File: src/rtl/uart_rx_sampler_if.sv
// Holding-register side of the UART receive sampler: received word, status flags and
// the consumer's ready/clear controls.
interface uart_rx_sampler_if #(
    parameter int DATA_BITS = 8
);
    logic [DATA_BITS-1:0] dout;
    logic                 dout_vld;
    logic                 dout_rdy;
    logic                 par_err;
    logic                 frm_err;
    logic                 ovr_err;
    logic                 err_clr;

    modport master (
        output dout, dout_vld, par_err, frm_err, ovr_err,
        input  dout_rdy, err_clr
    );

    modport slave (
        input  dout, dout_vld, par_err, frm_err, ovr_err,
        output dout_rdy, err_clr
    );
endinterface

File: src/rtl/uart_rx_sampler.sv
// UART receive sampler: after the start detector fires, times data/parity/stop bits on the
// 16x oversample tick, votes three samples per bit and holds the word in a valid/ready register.
module uart_rx_sampler #(
    parameter int DATA_BITS = 8,
    parameter int PARITY    = 0
) (
    input  logic              clk,
    input  logic              rst,
    input  logic [3:0]        fr_div,
    input  logic              rxd,
    input  logic              process,
    output logic              vld_rx,
    output logic              busy,
    uart_rx_sampler_if.master out_if
);
    typedef enum logic [2:0] {S_IDLE, S_DATA, S_PARITY, S_STOP, S_DONE} state_t;

    localparam logic       PAR_ODD = (PARITY == 1);
    localparam logic [2:0] LAST_BI = 3'(DATA_BITS - 1);

    state_t               state_q, state_d;
    logic                 fr_nz_q, fr_nz_d;
    logic                 proc_q, proc_d;
    logic [3:0]           ph_q, ph_d;
    logic                 armed_q, armed_d;
    logic [2:0]           bi_q, bi_d;
    logic                 vld_rx_q, vld_rx_d;
    logic [1:0]           smp_q, smp_d;
    logic [DATA_BITS-1:0] shf_q, shf_d;
    logic                 perr_q, perr_d;
    logic                 ferr_q, ferr_d;
    logic [DATA_BITS-1:0] dout_q, dout_d;
    logic                 dout_vld_q, dout_vld_d;
    logic                 par_err_q, par_err_d;
    logic                 frm_err_q, frm_err_d;
    logic                 ovr_err_q, ovr_err_d;

    logic tick, rise, decide, bit_v, load, accept;

    function automatic logic maj3(input logic a, input logic b, input logic c);
        return (a & b) | (a & c) | (b & c);
    endfunction

    assign tick = (fr_div == 4'd0) && fr_nz_q;
    assign rise = process && !proc_q;

    always_comb begin
        state_d = state_q;
        fr_nz_d = (fr_div != 4'd0);
        proc_d  = process;
        ph_d    = ph_q;
        smp_d   = smp_q;
        armed_d = armed_q;
        bi_d    = bi_q;
        shf_d   = shf_q;
        perr_d  = perr_q;
        ferr_d  = ferr_q;

        if (state_q == S_IDLE) begin
            if (rise) ph_d = 4'd0;
        end else if (tick) begin
            ph_d = ph_q + 4'd1;
        end

        // armed marks that the ph==15 sample of the current bit exists, so the ph==1 tick
        // shortly after the start edge is not mistaken for a decision point
        if (state_q != S_IDLE && tick) begin
            if (ph_d == 4'd15) begin
                smp_d[0] = rxd;
                armed_d  = 1'b1;
            end
            if (ph_d == 4'd0) smp_d[1] = rxd;
        end

        decide = tick && armed_q && (ph_d == 4'd1);
        bit_v  = maj3(smp_q[0], smp_q[1], rxd);
        if (decide) armed_d = 1'b0;

        case (state_q)
            S_IDLE: begin
                if (rise) begin
                    state_d = S_DATA;
                    bi_d    = 3'd0;
                    armed_d = 1'b0;
                    perr_d  = 1'b0;
                end
            end
            S_DATA: begin
                if (decide) begin
                    shf_d = {bit_v, shf_q[DATA_BITS-1:1]};
                    if (bi_q == LAST_BI) state_d = (PARITY != 0) ? S_PARITY : S_STOP;
                    else                 bi_d = bi_q + 3'd1;
                end
            end
            S_PARITY: begin
                if (decide) begin
                    perr_d  = ((^shf_q) ^ bit_v) != PAR_ODD;
                    state_d = S_STOP;
                end
            end
            S_STOP: begin
                if (decide) begin
                    ferr_d  = ~bit_v;
                    state_d = S_DONE;
                end
            end
            S_DONE:  state_d = S_IDLE;
            default: state_d = S_IDLE;
        endcase

        vld_rx_d = (state_d == S_DONE);
    end

    always_comb begin
        load       = (state_q == S_DONE);
        accept     = dout_vld_q && out_if.dout_rdy;
        dout_d     = dout_q;
        par_err_d  = par_err_q;
        frm_err_d  = frm_err_q;
        dout_vld_d = dout_vld_q;
        ovr_err_d  = ovr_err_q;

        if (accept) dout_vld_d = 1'b0;
        if (out_if.err_clr) ovr_err_d = 1'b0;
        if (load) begin
            dout_d     = shf_q;
            par_err_d  = perr_q;
            frm_err_d  = ferr_q;
            dout_vld_d = 1'b1;
            if (dout_vld_q && !out_if.dout_rdy) ovr_err_d = 1'b1;
        end
    end

    always_ff @(posedge clk) begin
        if (rst) begin
            state_q    <= S_IDLE;
            fr_nz_q    <= 1'b0;
            proc_q     <= 1'b0;
            ph_q       <= 4'd0;
            armed_q    <= 1'b0;
            bi_q       <= 3'd0;
            vld_rx_q   <= 1'b0;
            dout_q     <= '0;
            dout_vld_q <= 1'b0;
            par_err_q  <= 1'b0;
            frm_err_q  <= 1'b0;
            ovr_err_q  <= 1'b0;
        end else begin
            state_q    <= state_d;
            fr_nz_q    <= fr_nz_d;
            proc_q     <= proc_d;
            ph_q       <= ph_d;
            armed_q    <= armed_d;
            bi_q       <= bi_d;
            vld_rx_q   <= vld_rx_d;
            dout_q     <= dout_d;
            dout_vld_q <= dout_vld_d;
            par_err_q  <= par_err_d;
            frm_err_q  <= frm_err_d;
            ovr_err_q  <= ovr_err_d;
        end
    end

    always_ff @(posedge clk) begin
        smp_q  <= smp_d;
        shf_q  <= shf_d;
        perr_q <= perr_d;
        ferr_q <= ferr_d;
    end

    assign vld_rx          = vld_rx_q;
    assign busy            = (state_q != S_IDLE);
    assign out_if.dout     = dout_q;
    assign out_if.dout_vld = dout_vld_q;
    assign out_if.par_err  = par_err_q;
    assign out_if.frm_err  = frm_err_q;
    assign out_if.ovr_err  = ovr_err_q;
endmodule

File: src/flat_wrapper.sv
// flat-port wrapper written by rule: the top's interface ports become plain ports
module uart_rx_sampler_flat 
#(
    parameter int DATA_BITS = 8,
    parameter int PARITY    = 0
)
  (clk, rst, fr_div, rxd, process, vld_rx, busy, out_if_dout, out_if_dout_vld, out_if_par_err, out_if_frm_err, out_if_ovr_err, out_if_dout_rdy, out_if_err_clr);
  uart_rx_sampler_if #(.DATA_BITS(DATA_BITS)) out_if_i ();
  input  logic clk;
  input  logic rst;
  input  logic [3:0] fr_div;
  input  logic rxd;
  input  logic process;
  output logic vld_rx;
  output logic busy;
  output wire logic [$bits(out_if_i.dout)-1:0] out_if_dout;
  output wire logic [$bits(out_if_i.dout_vld)-1:0] out_if_dout_vld;
  output wire logic [$bits(out_if_i.par_err)-1:0] out_if_par_err;
  output wire logic [$bits(out_if_i.frm_err)-1:0] out_if_frm_err;
  output wire logic [$bits(out_if_i.ovr_err)-1:0] out_if_ovr_err;
  input wire logic [$bits(out_if_i.dout_rdy)-1:0] out_if_dout_rdy;
  input wire logic [$bits(out_if_i.err_clr)-1:0] out_if_err_clr;
  assign out_if_dout = out_if_i.dout;
  assign out_if_dout_vld = out_if_i.dout_vld;
  assign out_if_par_err = out_if_i.par_err;
  assign out_if_frm_err = out_if_i.frm_err;
  assign out_if_ovr_err = out_if_i.ovr_err;
  assign out_if_i.dout_rdy = out_if_dout_rdy;
  assign out_if_i.err_clr = out_if_err_clr;
  uart_rx_sampler #(.DATA_BITS(DATA_BITS), .PARITY(PARITY)) u_core (.clk(clk), .rst(rst), .fr_div(fr_div), .rxd(rxd), .process(process), .vld_rx(vld_rx), .busy(busy), .out_if(out_if_i));
endmodule
File: config.mk
export PLATFORM = sky130hd
export DESIGN_NAME = uart_rx_sampler_flat
export DESIGN_NICKNAME = d
export VERILOG_FILES = /design/src/rtl/uart_rx_sampler_if.sv /design/src/rtl/uart_rx_sampler.sv /design/src/flat_wrapper.sv
export SDC_FILE = /design/constraint.sdc
export NUM_CORES = 1
export LEC_CHECK = 0
export CORE_MARGIN = 2
export CORE_UTILIZATION = 40
export DETAILED_ROUTE_END_ITERATION = 8
export DONT_BUFFER_PORTS = 1
export PLACE_DENSITY = 0.64
export SKIP_CTS_REPAIR_TIMING = 1
export SYNTH_ARGS = -nofsm -noshare
export SYNTH_HDL_FRONTEND = slang
export SYNTH_SLANG_ARGS = --single-unit
File: constraint.sdc
create_clock -name clk -period 2.65 [get_ports clk]
set_clock_uncertainty 0.1 [all_clocks]
set_input_delay 0.795 -clock clk [delete_from_list [all_inputs] [get_ports clk]]
set_output_delay 0.795 -clock clk [all_outputs]
set_load 0.005 [all_outputs]
* After elaboration in Yosys (flattened, before gate mapping) *
Cells that the tools add are included.

storage, ports and cells
  flip-flop bits (word level) = 38
  input bits = 10
  output and inout bits = 14
  word-level logic and storage cells = 88

operators by class
  add/subtract/negate cells = 2
  equal/unequal tests = 12
  mux-type cells = 26
  bitwise gates (word level) = 7
  reduce and logical (&&, ||, !) cells = 24

operators with widths
  cell                                                    number
  2-to-1 mux 3 bit                                        8
  2-to-1 mux 1 bit                                        12
  2-to-1 mux 4 bit                                        3
  case mux 3 bit (4 select lines)                         1
  == test 3 bit (second input constant)                   3
  logical NOT 4 bit                                       2
  AND reduction 2 bit                                     4
  XOR reduction 8 bit                                     1
  logical AND 1 bit                                       7
  == test 3 x 2 -> 1 bit (second input constant)          2
  inequality test 2 x 1 -> 1 bit (second input constant)  3
  case mux 3 bit (2 select lines)                         1
  nonzero test 2 bit                                      3
  adder 4 x 1 -> 4 bit (second input constant)            1
  == test 4 x 1 -> 1 bit (second input constant)          1
  == test 4 bit (second input constant)                   1
  AND reduction 4 bit                                     1
  nonzero test 4 bit                                      1
  adder 3 x 1 -> 3 bit (second input constant)            1
  AND 1 bit                                               3
  == test 3 x 1 -> 1 bit (second input constant)          1
  logical NOT 3 bit                                       1
  AND reduction 3 bit                                     1
  nonzero test 3 bit                                      1
  other kinds (6)                                         8

* Depth between registers and ports, before layout *
Gate-level depths: netlist of run 1.

  depth after elaboration = 10
  depth in mapped cells = 9
  gate-level depth less buffers = 7

* Worst setup path before layout of run 1 *
Ideal clock, no wire load.

  path kind = input to register
  from = in fr_div[1]
  to = reg u_core.shf_q[0] (enable)
  library setup time = 0.332 ns
  arrival = 2.277 ns
  data required time = 2.218 ns
  slack = -0.059 ns
  cell stages on the path = 6
  buffers on the path = 1
  cells stage by stage = or4_4 > o21ai_0 > a31o_2 > and4_1 > buf_6 > and2_1

between the ends
  word-level cells in the longest chain between the ends = 7
  elaborated cells between the ends (all ways) = 8
  those cells by class = eq/ne: 1; mux: 2; reduce/logical: 5

ends and longest elaborated chain
  element                                   line                    source
  start, declared                           flat_wrapper.sv:11      input logic [3:0] fr_div;
  logical NOT 4 bit (*)                     uart_rx_sampler.sv:44   assign tick = (fr_div == 4'd0) && fr_nz_q;
  logical AND 1 bit (*)                     uart_rx_sampler.sv:44
  2-to-1 mux 4 bit                          uart_rx_sampler.sv:61   end else if (tick) begin
  2-to-1 mux 4 bit                          uart_rx_sampler.sv:59   if (state_q == S_IDLE) begin
  == test 4 x 1 -> 1 bit                    uart_rx_sampler.sv:75   decide = tick && armed_q && (ph_d == 4'd1);
  logical AND 1 bit (*)                     uart_rx_sampler.sv:75
  AND reduction 2 bit (no source line) (*)  -
  end signal, assigned                      uart_rx_sampler.sv:166  shf_q <= shf_d;
  end, declared                             uart_rx_sampler.sv:29   logic [DATA_BITS-1:0] shf_q, shf_d;

Every way passes the cells marked *; elsewhere a longest branch is shown, timed or not.
A chain may end at the register's enable or synchronous reset.

* Worst setup path after layout of run 1 *
  from = in fr_div[1]
  to = reg u_core.shf_q[7] (enable)

Same word-level chain as after synthesis.

==> reports/summary.txt, run 1 <==
Pins Over Slew Limit -> 0
non-filler cells, final -> 228
Max Clk Rate -> 0.4224 GHz
worst slew pin tran -> 0.3916 ns
WL per Instance -> 13.66 um
Hold Path End -> u_core.out_if.dout[3]$_SDFFE_PP0P_
async set or reset register ratio after synthesis -> 0
number of flops mapped to enable cells by yosys -> 12
Clock Sinks -> 38
vias in the first global route -> 1,196
post-DP HPWL -> 2.193 mm
status -> completed
Power Density -> 561.4 mW/mm2
final worst-path cycle share -> 0.8934
Reg-to-Reg Start -> u_core.state_q[2]$_SDFF_PP0_
Final Power -> 1.028 mW
GRT Util Overall -> 0.1549
Layout area overhead -> 9.343%
Final Hold Fails -> 0
CORE AREA -> 0.004000 mm2
Synth area leader -> dfxtp_1
share of cells above drive strength 1 -> 0.1404
WL final -> 3.114 mm
IO Pins -> 24
floorplan die width -> 68.70 um
Net Count, Synth -> 184
Critical Path Sink Type -> register
HP Start -> u_core.out_if.dout[3]$_SDFFE_PP0P_
Leakage -> 0.6419 nW
post-synth top area share -> 0.3109
clock buffer depth -> 2
Primary FF master, synth -> dfxtp_1
initial core utilization -> 0.4185
die area -> 0.004719 mm2
R2R Path End -> u_core.shf_q[7]$_DFFE_PP_
initial antenna violation count -> 0
Worst-path clk slew -> 0.07 ns
largest net degree at the start of global routing -> 27
most frequent cells in the layout -> nand2_1 (28), dfxtp_1 (26), a21oi_1 (17), nor2_1 (16), edfxtp_1 (12)
Inst Count DP -> 220
die height -> 68.70 um
WP data required -> 2.54 ns
Initial DRC Count -> 46
commonest non-fill, non-tap cell in the layout -> nand2_1
RePlAce Congestion -> 0.8839
Post-Syn Instances -> 171
synthesized area -> 0.001674 mm2
routed vias -> 1,225
FILL cells -> 396
VDD IR-drop max -> 0.2765 mV
Synth Register Bits -> 38
hold_ws -> 0.3670 ns
Final Critical Period -> 2.368 ns
drc violations -> 0
cells on worst reg2reg path -> 6
first-pass detailed-route iteration total -> 4
critical path arrival -> 2.26 ns
CP Class -> in -> reg
Ys Warns -> 0
CP Max Fanout -> 8
num rows -> 23
Distinct cells, synth -> 42
Hold Path Depth -> 2
port buffer count -> 0
vias per inst -> 5.373
R2R Setup Slk -> 0.44 ns
Final Setup Violations -> 0
Post-Route Utilization -> 0.4576
clock root buffer -> clkbuf_8
first-pass GRT wire length -> 5.319 mm
Syn Area/Cell -> 9.790 um2
antenna cells -> 0
max-cap check violation count -> 0
H-tree depth -> 2
sequential area share after synthesis -> 0.5262
relative slew slack -> 0.7386
RSZ-0062 raised after global routing -> no
Num CTS Buffers -> 5
Antenna Violating Nets Remaining -> 0
top cells by area, synth -> dfxtp_1 (31%), edfxtp_1 (22%), nand2_1 (6.3%), a21oi_1 (5.1%), xnor2_1 (4.2%)
TritonCTS clock tree -> yes
GRT Residual Overflow -> 0
Worst-Skew Late Latency -> 0.29 ns
Hold Crit Class -> reg -> reg
Final nets -> 190
type of origin of the critical path -> primary input
## synthesized netlist by cell type, types with 3 or more instances
cell / count
a21oi_1: 17
and2_1: 3
clkbuf_1: 6
dfxtp_1: 26
edfxtp_1: 12
ha_1: 3
inv_1: 4
nand2_1: 28
nand4b_1: 3
nor2_1: 16
nor3_1: 4
o21ai_0: 3
xnor2_1: 8
## critical path, stage by stage
cell     delay, ns
or4_4         0.53
o21ai_0       0.19
a31o_2        0.18
and4_1        0.27
and2_2        0.28
## worst max path at each step
stage               startpoint                            to  cells past startpoint
floorplan            fr_div[1]   u_core.perr_q$_SDFFCE_PN0P_                      7
finish               fr_div[1]     u_core.shf_q[7]$_DFFE_PP_                      5
global route         fr_div[1]  u_core.state_q[0]$_SDFF_PP0_                      8
detailed placement   fr_div[1]     u_core.shf_q[4]$_DFFE_PP_                      5
global placement     fr_div[1]     u_core.shf_q[3]$_DFFE_PP_                      5
CTS                  fr_div[1]     u_core.shf_q[1]$_DFFE_PP_                      5
## cells by family after synthesis
logic type                 Yosys count  synth area share
xor gates and xnor gates             8           0.04186
and+or+nand+nor                     74            0.2324
buffers and inverters               14           0.04260
DFF                                 38            0.5262
AOI/OAI and AO/OA                   32            0.1226
adders and majority gates            4           0.02840
muxes                                1          0.005979
## routing by layer
layer / share of wire / vias to the layer above / routed length (um) / GRT usage
met5: 0 / - / 0 / 0
met4: 0.016 / 0 / 51 / 0.05147
met2: 0.49 / 23 / 1529 / 0.2560
met3: 0.053 / 5 / 165 / 0.06006
li1: - / 611 / - / -
met1: 0.44 / 586 / 1368 / 0.1843
## sequential cells by signal (all words and copies together) (netlist names), 2 cells and up
name,cells
u_core.shf_q,8
u_core.out_if.dout,8
u_core.state_q,3
u_core.bi_q,3
u_core.smp_q,2
u_core.ph_q,4
## layout make-up
class	count	area, um2	share of cell area
timing repair buffer	8	60.06	0.03281
tap	50	62.56	0.03418
clock buffer	5	68.82	0.03759
inverter	5	18.77	0.01025
sequential	38	880.8	0.4812
multi-input combinational	119	723.2	0.3951
clock inverter	3	16.27	0.008886
## where the power goes
| group | total, mW | leakage, nW | switching, mW | internal, mW |
|---|---|---|---|---|
| sequential | 0.605 | 0.319 | 0.00465 | 0.601 |
| combinational | 0.0392 | 0.281 | 0.0228 | 0.0164 |
| clock | 0.383 | 0.0416 | 0.203 | 0.180 |
| total | 1.03 | 0.642 | 0.231 | 0.797 |
## through the flow
step	setup TNS (ns)	cell area, um2	worst slack [ns]
global route	0	1831	0.1744
finish	0	1831	0.2824
global placement	0	1745	0.009096
CTS	0	1831	0.2796
detailed placement	-0.3300	1745	-0.03855
floorplan	0	1675	0.01558
Power figures use the tool's default switching activity.
==> run 2: changes to the inputs <==
--- a/config.mk
+++ b/config.mk
@@ -7,6 +7,7 @@
 export LEC_CHECK = 0
 export CORE_MARGIN = 2
 export CORE_UTILIZATION = 40
+export CTS_CLUSTER_SIZE = 16
 export DETAILED_ROUTE_END_ITERATION = 8
 export DONT_BUFFER_PORTS = 1
 export PLACE_DENSITY = 0.64
==> constraint.sdc (replaced) <==
create_clock -name clk -period 2 [get_ports clk]
set_clock_uncertainty 0.1 [all_clocks]
set_input_delay 0.6 -clock clk [delete_from_list [all_inputs] [get_ports clk]]
set_output_delay 0.6 -clock clk [all_outputs]
set_load 0.005 [all_outputs]
==> run 2 against run 1 <==
  * The run now ends with setup timing left
  * Die area did not move
  * Design area rose by 9.2%
  * Sequential power rose by 32%
  * Hold slack got worse by 0.10 ns
  * Highest routed layer unchanged
==> reports/summary.txt, run 2 (synthesis results as in run 1) <==
failing checks -> setup timing
Num CTS Buffers -> 5 (unchanged)
most frequent cells in the layout -> nand2_1 (28), dfxtp_1 (26), buf_4 (18), a21oi_1 (16), nor2_1 (15)
Final Setup Violations -> 14 (+14)
vias per inst -> 5.276 (-1.8%)
Final Hold Fails -> 0 (unchanged)
VDD IR-drop max -> 0.3474 mV (+26%)
CP Buf/Inv Count -> 0 (unchanged)
floorplan die width -> 68.70 um (unchanged)
Final Critical Period -> 2.099 ns
first-pass GRT wire length -> 5.630 mm (+5.8%)
max-cap check violation count -> 0 (unchanged)
Worst-path clk slew -> 0.07 ns (about the same)
Max Clk Rate -> 0.4764 GHz
H-tree depth -> 2 (unchanged)
Clock Sinks -> 38 (unchanged)
die area -> 0.004719 mm2 (unchanged)
initial core utilization -> 0.4185 (unchanged)
share of cells above drive strength 1 -> 0.2434 (+0.1029)
Leakage -> 0.7129 nW (+11%)
post-route setup slack -> -0.09899 ns (-0.3814 ns)
Antenna Violating Nets Remaining -> 0 (unchanged)
antenna cells -> 0 (unchanged)
clock root buffer -> clkbuf_8
CORE AREA -> 0.004000 mm2 (unchanged)
delay-heaviest family, CP -> simple AND/OR/NAND/NOR gates
Layout area overhead -> 19.36%
largest net degree at the start of global routing -> 27 (unchanged)
Worst-Skew Late Latency -> 0.29 ns (about the same)
Worst path slowest cell -> or4_4
Critical Path Sink Type -> register
final setup TNS -> -0.8303 ns (-0.8303 ns)
Power Density -> 712.8 mW/mm2 (+27%)
GRT Residual Overflow -> 0 (unchanged)
RePlAce Congestion -> 0.8403 (-4.9%)
Reg area -> 880.8 um2 (unchanged)
IO Pins -> 24 (unchanged)
Hold Crit Class -> in -> reg
type of origin of the critical path -> primary input
critical-path cell list -> or4_4, o21ai_4, o2bb2ai_4, and4_4, a21oi_2, nor3_2
worst slew pin tran -> 0.3936 ns (+0.002044 ns)
CP Max Fanout -> 5 (-3)
num rows -> 23 (unchanged)
port buffer count -> 0 (unchanged)
die height -> 68.70 um (unchanged)
WP data required -> 1.90 ns (-0.64 ns)
post-DP HPWL -> 2.358 mm (+7.5%)
CP Class -> in -> reg
WL per Instance -> 14.62 um (+7.0%)
WL final -> 3.494 mm (+12%)
critical path arrival -> 2.00 ns (-0.26 ns)
GRT Util Overall -> 0.1665 (+0.01159)
Final nets -> 201 (+5.8%)
relative slew slack -> 0.7369 (-0.001641)
area occupied by multi-input gates -> 798.3 um2 (+10%)
RSZ-0062 raised after global routing -> yes
FILL cells -> 366 (-7.6%)
R2R Setup Slk -> 0 ns (-0.44 ns)
initial antenna violation count -> 0 (unchanged)
clock buffer depth -> 2 (unchanged)
Critical Path Max Stage Delay -> 0.56 ns (+0.03 ns)
vias in the first global route -> 1,242 (+3.8%)
routed vias -> 1,261 (+2.9%)
Initial DRC Count -> 46 (unchanged)
Post-Route Utilization -> 0.4995 (+0.04191)
drc violations -> 0 (unchanged)
status -> finished, violations left
hold_ws -> 0.2666 ns (-0.1004 ns)
commonest non-fill, non-tap cell in the layout -> nand2_1
Pins Over Slew Limit -> 0 (unchanged)
TritonCTS clock tree -> yes
final worst-path cycle share -> 1.049
first-pass detailed-route iteration total -> 4 (unchanged)
[run 2: cell count changes in the layout (fill, tap and decap cells not counted), sizes merged]
| cell | before | now |
|---|---|---|
| buf | 8 | 19 |
| clkinv | 2 | 1 |
| clkbuf | 5 | 7 |
| clkinvlp | 1 | 0 |
[run 2: through the flow]
step | power, mW | worst slack, ns | cells | cell area (um2)
after global routing | 1.487 | -0.1472 | 239 | 1998
final | 1.424 | -0.09899 | 239 | 1998
after global placement | 0.8837 | -0.4342 | 231 | 1836
after detailed placement | 0.8859 | -0.4658 | 231 | 1836
after floorplan | 0.8669 | -0.4161 | 171 | 1683
after CTS | 1.432 | -0.1554 | 239 | 1927
[run 2: final cells by class]
type / instances / area share
Sequential cell: 38 / 0.4408
Inverter: 5 / 0.009393
Tap cell: 50 / 0.03131
Clock inverter: 1 / 0.002505
Clock buffer: 7 / 0.04321
Timing Repair Buffer: 19 / 0.07326
Multi-Input combinational cell: 119 / 0.3995
[run 2: final timing paths]
| path | to | from | depth (start not counted) |
|---|---|---|---|
| setup / recovery | u_core.perr_q$_SDFFCE_PN0P_ | fr_div[2] | 6 |
| hold / removal | u_core.out_if.dout_vld$_SDFFE_PP0P_ | rst | 1 |
| setup reg to reg | u_core.perr_q$_SDFFCE_PN0P_ | u_core.state_q[2]$_SDFF_PP0_ | 7 |
| hold reg to reg | u_core.out_if.dout[3]$_SDFFE_PP0P_ | u_core.out_if.dout[3]$_SDFFE_PP0P_ | 2 |
[run 2: worst register-to-register path, cell delays in order (launching register included)]
cell	delay (ns)
dfxtp_1	0.34
nor3_4	0.26
inv_2	0.14
a41oi_1	0.23
a31o_2	0.15
and4_4	0.26
a21oi_2	0.07
nor3_2	0.17
[run 2: where the power goes]
group	leakage, nW	internal (mW)	switching (mW)
clock	0.0482	0.278	0.270
sequential	0.319	0.796	0.00351
combinational	0.346	0.0357	0.0410
total	0.713	1.11	0.315
[run 2: routing by layer]
layer / track usage / vias to the layer above / part of all wire
li1: - / 630 / -
met1: 0.1872 / 598 / 0.44
met4: 0.08333 / 0 / 0.019
met2: 0.2788 / 26 / 0.49
met3: 0.05844 / 7 / 0.052
met5: 0 / - / 0
